**src/rtl/prbs_pkg.sv**
```systemverilog
// Shared PRBS definitions: checker state encoding, default polynomial and the
// feedback function used by both the generator and checker LFSR cores.
package prbs_pkg;

  typedef enum logic {
    SEED  = 1'b0,
    CHECK = 1'b1
  } prbs_state_e;

  localparam int          MAX_W      = 32;
  localparam int          DEF_WIDTH  = 10;
  localparam logic [31:0] DEF_TAPS   = 32'h0000_0240;

  // XOR-reduced feedback of the tapped state bits (Fibonacci form).
  function automatic logic lfsr_fb(input logic [MAX_W-1:0] state,
                                   input logic [MAX_W-1:0] taps);
    return ^(state & taps);
  endfunction

endpackage

```
**src/rtl/prbs_lfsr_core.sv**
```systemverilog
// Fibonacci LFSR core: shifts in either an external bit (seeding) or its own
// feedback (free-running), and exposes the feedback as the next-bit prediction.
module prbs_lfsr_core
  import prbs_pkg::*;
#(
  parameter int               WIDTH = DEF_WIDTH,
  parameter logic [WIDTH-1:0] TAPS  = WIDTH'(DEF_TAPS)
) (
  input  logic             clk,
  input  logic             rst_n,
  input  logic             load_bit,
  input  logic             use_ext,
  input  logic             advance,
  output logic [WIDTH-1:0] state,
  output logic             pred
);

  logic ins;

  assign pred = lfsr_fb(MAX_W'(state), MAX_W'(TAPS));
  assign ins  = use_ext ? load_bit : pred;

  always_ff @(posedge clk) begin
    if (!rst_n) begin
      state <= '0;
    end else if (advance) begin
      state <= {state[WIDTH-2:0], ins};
    end
  end

endmodule

```
**config.mk**
```make
export PLATFORM = sky130hd
export DESIGN_NAME = prbs_lfsr_core
export DESIGN_NICKNAME = d
export VERILOG_FILES = /design/src/rtl/prbs_pkg.sv /design/src/rtl/prbs_lfsr_core.sv
export SDC_FILE = /design/constraint.sdc
export NUM_CORES = 1
export LEC_CHECK = 0
export BUFFER_PORTS_ARGS = -buffer_cell sky130_fd_sc_hd__buf_2
export CORE_AREA = 2 2 39 41
export DETAILED_ROUTE_END_ITERATION = 8
export DIE_AREA = 0 0 41 43
export PLACE_DENSITY = 0.6
export SETUP_SLACK_MARGIN = 0.02
export SYNTH_ARGS = -nofsm -noshare
export SYNTH_HDL_FRONTEND = slang
export SYNTH_SLANG_ARGS = --single-unit
```
**constraint.sdc**
```tcl
create_clock -name clk -period 1.2 [get_ports clk]
set_input_delay 0.24 -clock clk [delete_from_list [all_inputs] [get_ports clk]]
set_output_delay 0.24 -clock clk [all_outputs]
set_load 0.05 [all_outputs]
```
* Yosys cells after proc, flatten, opt, wreduce, memory -nomap -nowiden *
Index checks and enable logic that the tools add are counted.

word-level totals
  register bits after elaboration = 10
  bits in latches = 0
  bits in writable memories = 0
  bits in read-only memories = 0
  input port bits = 5
  output and inout port bits = 11
  logic and storage cells = 3
  memories kept = 0

cells by class
  add/subtract/negate cells = 0
  multiply operators = 0
  div/mod/pow operators = 0
  order comparisons = 0
  eq/ne operators = 0
  shift-type cells = 0
  muxes and demuxes = 1
  bitwise operators = 0
  reductions and logical operators = 1

operators by type and width
  operator            number
  $reduce_xor A32 Y1  1
  $mux W1             1

* Logic depth before layout (Yosys ltp) *
Gate-level depths: netlist of run 1.

  depth after elaboration = 2
  gate-level depth with buffers = 3
  depth with buffers taken out = 2

* Least setup slack after synthesis of run 1 *
OpenSTA, ideal clock, no wires.

  kind = register to register
  start point = reg state[6]
  end point = reg state[0]
  setup time = 0.062 ns
  data arrival time = 1.749 ns
  required time = 1.138 ns
  setup slack = -0.611 ns
  cell stages (with the launch flop) = 3
  path buffers = 0
  period minus slack after synthesis = 1.811 ns
  cells stage by stage = dfxtp_1 > xor2_1 > a221o_1

between the ends
  word-level cells in the longest chain between the ends = 2

ends and longest elaborated chain
  element                 line                  RTL
  start, declared         prbs_lfsr_core.sv:14  output logic [WIDTH-1:0] state,
  start signal, assigned  prbs_lfsr_core.sv:27  state <= {state[WIDTH-2:0], ins};
  $reduce_xor A32 Y1      prbs_pkg.sv:17        return ^(state & taps);
  net pred                prbs_lfsr_core.sv:15  output logic pred
  $mux W1                 prbs_lfsr_core.sv:21  assign ins = use_ext ? load_bit : pred;

The timed path passes the listed nets, and every way through them passes these cells.
A chain may end at the register's enable or synchronous reset.

* Worst setup path in the final report of run 1 *
  start point = reg state[6]
  end point = out pred

between the ends
  word-level cells in the longest chain between the ends = 1

ends and longest elaborated chain
  element             line
  $reduce_xor A32 Y1  prbs_pkg.sv:17
  end, declared       prbs_lfsr_core.sv:15

No other way between the ends.

==> run_results.csv, run 1 <==
group,metric,value,unit
outcome,outcome,"finished, violations left",
outcome,violations,"setup timing",
routing,wl_per_cell,9.37,µm
min_path,min_path_type,"in2reg",
sta,fin_hold_ws,0.314,ns
floorplanning,rows,14,
clock_network,clockBufferDepth,2,
setup_path,endpoint,"pred",
sta,clock.fmax,833,MHz
setup_path,cp_slowest_stage_delay,0.38,ns
power,powerDensity,1160,nW/µm²
sta,period_share,100,%
place,hpwlAfterDp,522,µm
grt,antenna_found_initial,0,
layout,antennaDiodeCount,0,
layout,area_delta_synth_final,42.2,%
floorplanning,die_h,43,µm
grt,grt_pass1_wl,1180,µm
power,power_leakage,0.000286,µW
floorplanning,dieWidth,41,µm
setup_path,r2r_start,"state[9]",
sta,tightestPinTransition,0.255,ns
floorplanning,io_pins,16,
floorplanning,die-area,1760,µm²
setup_path,slowest_stage,"dfxtp_4",
synthesis,ys_seq_area_share,49.2,%
floorplanning,initial_core_util,29.4,%
routing,firstDrtPassIters,3,
sta,fin_crit,1.20,ns
synthesis,syn_area_per_cell,11.6,µm²
synthesis,ys_warn_count,0,
setup_path,crit_path_end_kind,"output port",
layout,drive_gt1_share,47.3,%
layout,largest_register_ffs,10,
setup_path,rrSetupSlack,0.24,ns
grt,first_global_vias,279,
synthesis,synth_cells,35,
setup_path,r2r_end,"state[0]",
layout,multi_input_area,210,µm²
synthesis,ys_ff_latch,10,
routing,via_per_inst,4.37,
setup_path,path_cells,"xor2_4 -> buf_6",
clock_network,h-tree-depth,1,
setup_path,cp_data_required_time,0.96,ns
sta,slew_headroom,83.1,%
flow_run,cap_violations,0,
clock_network,cts_tree,"yes",
setup_path,cp-startpoint,"state[6]",
power,max-vdd-ir-drop,693,µV
setup_path,reg2reg_depth,2,
synthesis,syn-cell-area,407,µm²
setup_path,crit_fanout,3,
setup_path,worst-setup-path-type,"reg2out",
clock_network,numCtsBuffers,3,
min_path,min_from,"rst_n",
layout,top_regs,"state x10",
sta,drv_slew,0,
sta,fin_skew,0.00398,ns
layout,nets,61,
layout,final_util,41.8,%
clock_network,clock_latency,0.26,ns
routing,drt_iter0_drc,3,
setup_path,arrival,0.96,ns
sta,setup_viol,1,
layout,final_area,578,µm²
grt,grt_use_total,10.5,%
clock_network,clk_pin_slew_worst_paths,0.06,ns
floorplanning,core,1380,µm²
place,routabilityCongestion,0.584,
sta,rsz0062_at_grt,"true",
routing,drtAntennaViolNets,0,
layout,largest_register,"state",
grt,grt_max_degree,13,
grt,grt.overflow.total,0,
layout,n_fill_cell,152,
layout,seq_area,208,µm²
sta,layout_setup_ws,-0.0000954,ns
synthesis,syn-num-nets,40,
sta,hold_viol,0,
synthesis,ys_types,10,
clock_network,cts-root-buf,"clkbuf_4",
place,dpl_worst_slack,0.176,ns
clock_network,cts_hold_buf,0,
place,post_dp_cell_area,528,µm²
routing,wl,665,µm
clock_network,clkSinkCount,10,
routing,vias,310,
setup_path,cp-start-kind,"flip-flop",
place,portBuffers,15,
routing,drc,0,
-- repair_timing --
item,4_1_cts,5_1_grt
gates resized for setup,2,0
setup buffers,1,0
hold endpoints to repair,0,0
endpoints found under the setup margin,1,2
pin swaps,1,1
-- report_power, final --
group	switching, µW	total [µW]	leakage, µW	internal (µW)
clock network	104	287	0.0000210	184
registers	1.47	331	0.0000823	330
logic	25.5	49.6	0.000182	24.1
-- cells in the final DEF, fill, tap and decap left out --
cell	Yosys	final
buf_4	0	3
nor2b_1	9	9
buf_6	1	1
and2b_1	1	1
mux2i_1	9	9
xor2_4	0	1
and4_1	1	1
clkbuf_4	0	3
clkbuf_8	0	1
and3b_2	1	1
buf_2	0	14
dfxtp_1	10	8
dfxtp_4	0	2
a221o_1	1	1
-- stage by stage --
step | power [µW] | std cells | TNS (ns)
2_1_floorplan | 375 | 35 | 0
3_3_place_gp | 389 | 66 | 0
3_5_place_dp | 389 | 66 | 0
4_1_cts | 683 | 71 | -0.0163
5_1_grt | 706 | 71 | -0.0532
6_report | 668 | 71 | -0.0000954
-- worst max-delay path, delay by kind of cell (launching register included) --
family	cells	cell delay (ns)
DFF	1	0.38
buffers and inverters	1	0.17
xor gates and xnor gates	1	0.16
-- cell type report --
| cell class | instances | share of cell area [%] |
|---|---|---|
| flip-flops and latches | 10 | 35.9 |
| multi-input cells | 23 | 36.4 |
| clock buffers | 4 | 6.28 |
| repair buffers | 18 | 18.0 |
| well taps | 16 | 3.46 |
-- Yosys cell counts (all sizes together) --
cell	n	area [µm²]
dfxtp	10	200
mux2i	9	90.1
nor2b	9	56.3
a221o	1	10.0
and2b	1	7.51
and3b	1	10.0
and4	1	8.76
buf	1	11.3
clkbuf	1	3.75
xor2	1	8.76
-- worst min path at each step --
stage	slack, ns	endpoint	depth (start not counted)
finish	0.31	state[6]	2
CTS	0.31	state[6]	2
global placement	0.52	state[2]	2
global route	0.31	state[6]	2
detailed placement	0.53	state[1]	2
floorplan	0.52	state[0]	2
-- cells by family (layout without fill, tap and decap cells) --
kind of cell	after synthesis	count (layout)	synth area share, %
compound gates	1	1	2.46
xor+xnor	1	1	2.15
buf+inv	2	22	3.69
flops	10	10	49.2
mux	9	9	22.2
simple gates	12	12	20.3
-- per-layer routing --
| layer | share of wire, % | global-route usage [%] | vias to the layer above | wire (µm) |
|---|---|---|---|---|
| met4 | 1.5 | 6.00 | 0 | 10 |
| li1 | - | - | 160 | - |
| met2 | 49 | 13.8 | 7 | 329 |
| met1 | 43 | 11.7 | 141 | 289 |
| met3 | 5.4 | 7.85 | 2 | 36 |
| met5 | 0 | 0 | - | 0 |
Power figures use the tool's default switching activity.
==> run 2, diff against run 1 <==
--- a/config.mk
+++ b/config.mk
@@ -5,6 +5,7 @@
 export SDC_FILE = /design/constraint.sdc
 export NUM_CORES = 1
 export LEC_CHECK = 0
+export ABC_AREA = 1
 export BUFFER_PORTS_ARGS = -buffer_cell sky130_fd_sc_hd__buf_2
 export CORE_AREA = 2 2 39 41
 export DETAILED_ROUTE_END_ITERATION = 8
==> run_results.csv, run 2 <==
group,metric,value,unit
outcome,outcome,"finished, violations left",
sta,rsz0062_at_grt,"true",
grt,grt_use_met1,14.6,%
power,intPower,595,µW
flow_run,cap_violations,0,
floorplanning,io_pins,16,
clock_network,clockBufferDepth,2,
floorplanning,rows,14,
routing,wl_per_cell,9.69,µm
sta,slew_headroom,83.3,%
layout,final_util,39.1,%
min_path,min_path_type,"in2reg",
power,powerDensity,1590,nW/µm²
sta,layout_setup_ws,-0.0123,ns
floorplanning,core,1380,µm²
grt,grt_pass1_wl,1210,µm
power,power_leakage,0.000254,µW
routing,firstDrtPassIters,6,
routing,drc,0,
clock_network,cts-root-buf,"clkbuf_4",
synthesis,synth_top_area_share,49.4,%
layout,nets,71,
layout,largest_register,"state",
synthesis,syn-cell-area,405,µm²
setup_path,worst-setup-path-type,"reg2out",
setup_path,cp-start-kind,"flip-flop",
floorplanning,die-area,1760,µm²
floorplanning,initial_core_util,29.3,%
grt,grt.overflow.total,0,
synthesis,yosysTopAreaCell,"dfxtp_1",
layout,fin_cells,81,
sta,clock.fmax,825,MHz
synthesis,async_reset_ff_share,0,%
place,routabilityCongestion,0.677,
power,p_sw_share,30.9,%
grt,grt_max_degree,12,
synthesis,syn-num-nets,52,
floorplanning,dieWidth,41,µm
synthesis,yosys_most_used_dff,"dfxtp_1",
power,p_sw,266,µW
sta,setup_viol,1,
synthesis,synth.area.top_cells,"dfxtp_1 49%, o21ai_0 11%, nor2_1 11%, a21oi_2 4.3%, a21oi_4 4.0%",
setup_path,crit_path_end_kind,"output port",
clock_network,clk_pin_slew_worst_paths,0.07,ns
layout,final_cell_mix,"12 x nor2_1, 12 x buf_2, 9 x o21ai_0",
power,clockPowerShare,34.5,%
grt,use_met3,4.71,%
place,dp.cells,76,
synthesis,ys_seq_area_share,49.4,%
grt,antenna_found_initial,0,
routing,vias,366,
sta,hold_viol,0,
layout,top_regs,"state x10",
grt,grt_use_total,11.0,%
place,dpl_worst_slack,0.131,ns
layout,n_fill_cell,152,
clock_network,clkSinkCount,10,
setup_path,arrival,0.97,ns
clock_network,numCtsBuffers,3,
clock_network,cts_tree,"yes",
synthesis,ys_ff_latch,10,
routing,drtAntennaViolNets,0,
synthesis,syn_area_per_cell,8.63,µm²
sta,fin_crit,1.21,ns
grt,first_global_vias,299,
sta,drv_slew,0,
place,portBuffers,15,
routing,wl,785,µm
synthesis,synth_top_cells_by_count,"12 x nor2_1, 10 x dfxtp_1, 9 x o21ai_0",
place,hpwlAfterDp,534,µm
power,pwr-share-comb,22.7,%
synthesis,ys_types,14,
sta,period_share,101,%
grt,met2_usage,11.6,%
routing,drt_iter0_drc,12,
layout,antennaDiodeCount,0,
clock_network,cts_hold_buf,0,
sta,fin_skew,0.00287,ns
layout,area_delta_synth_final,33.3,%
clock_network,h-tree-depth,1,
grt,grt-busiest-layer,"met1",
routing,via_per_inst,4.52,
clock_network,clock_latency,0.26,ns
setup_path,crit_fanout,3,
setup_path,cp_data_required_time,0.96,ns
layout,largest_register_ffs,10,
power,max-vdd-ir-drop,555,µV
outcome,violations,"setup timing",
floorplanning,die_h,43,µm
layout,drive_gt1_share,47.7,%
synthesis,ys_warn_count,0,
synthesis,synth_edf_count,0,
power,seq_power_share,42.9,%
sta,tightestPinTransition,0.252,ns
synthesis,synth_cells,47,
synthesis,yosysMostFrequentCell,"nor2_1",
## run 2: metrics by stage
stage | total power [µW] | setup TNS (ns) | hold WS, ns | instance area [µm²]
after CTS | 877 | -0.0258 | 0.258 | 536
final | 861 | -0.0123 | 0.274 | 541
after global placement | 555 | 0 | 0.470 | 479
after detailed placement | 556 | 0 | 0.474 | 479
after global routing | 910 | -0.0638 | 0.276 | 541
after floorplan | 522 | 0 | 0.350 | 410
## run 2: logic make-up (layout without fill, tap and decap cells)
logic type      Yosys count  in the layout  synth area share (%)
simple gates             16             16                  15.7
compound gates           15             15                  24.1
flops                    10             10                  49.4
buf+inv                   6             24                  10.8
## run 2: final timing paths
check                                end     start  cells after the start  slack (ns)
worst max-delay path                pred  state[6]                      4       -0.01
worst min-delay path            state[0]  load_bit                      3        0.27
worst max register to register  state[7]  state[6]                      3        0.49
worst min register to register  state[9]  state[9]                      2        0.47
## run 2: repair_timing
action,4_1_cts,5_1_grt
buffers inserted,1,0
gates resized for setup,6,2
endpoints found under the setup margin,1,3
## run 2: cell type report
class                   instances  area [µm²]  area share, %
multi-input cells              31         166           30.8
flip-flops and latches         10         203           37.5
well taps                      16        20.0           3.70
inverters                       4        17.5           3.24
repair buffers                 16        97.6           18.1
clock buffers                   4        36.3           6.71
## run 2: worst max-delay path, cell delays in order, from the launching register on
cell and delay [ns]:
dfxtp_2 0.34, inv_2 0.04, nand2_2 0.06, and2_4 0.14
buf_8 0.13
## run 2: power by group through the flow
stage / Combinational, µW / Clock, µW / Sequential [µW]
global route: 209 / 328 / 373
CTS: 194 / 314 / 369
global placement: 179 / 0 / 376
floorplan: 71.9 / 0 / 450
finish: 195 / 297 / 369
detailed placement: 180 / 0 / 376
## run 2: per-layer routing
metal	share of wire (%)	vias up
met5	0	-
met3	6.2	2
met1	46	159
met4	1.8	0
li1	-	189
met2	46	16
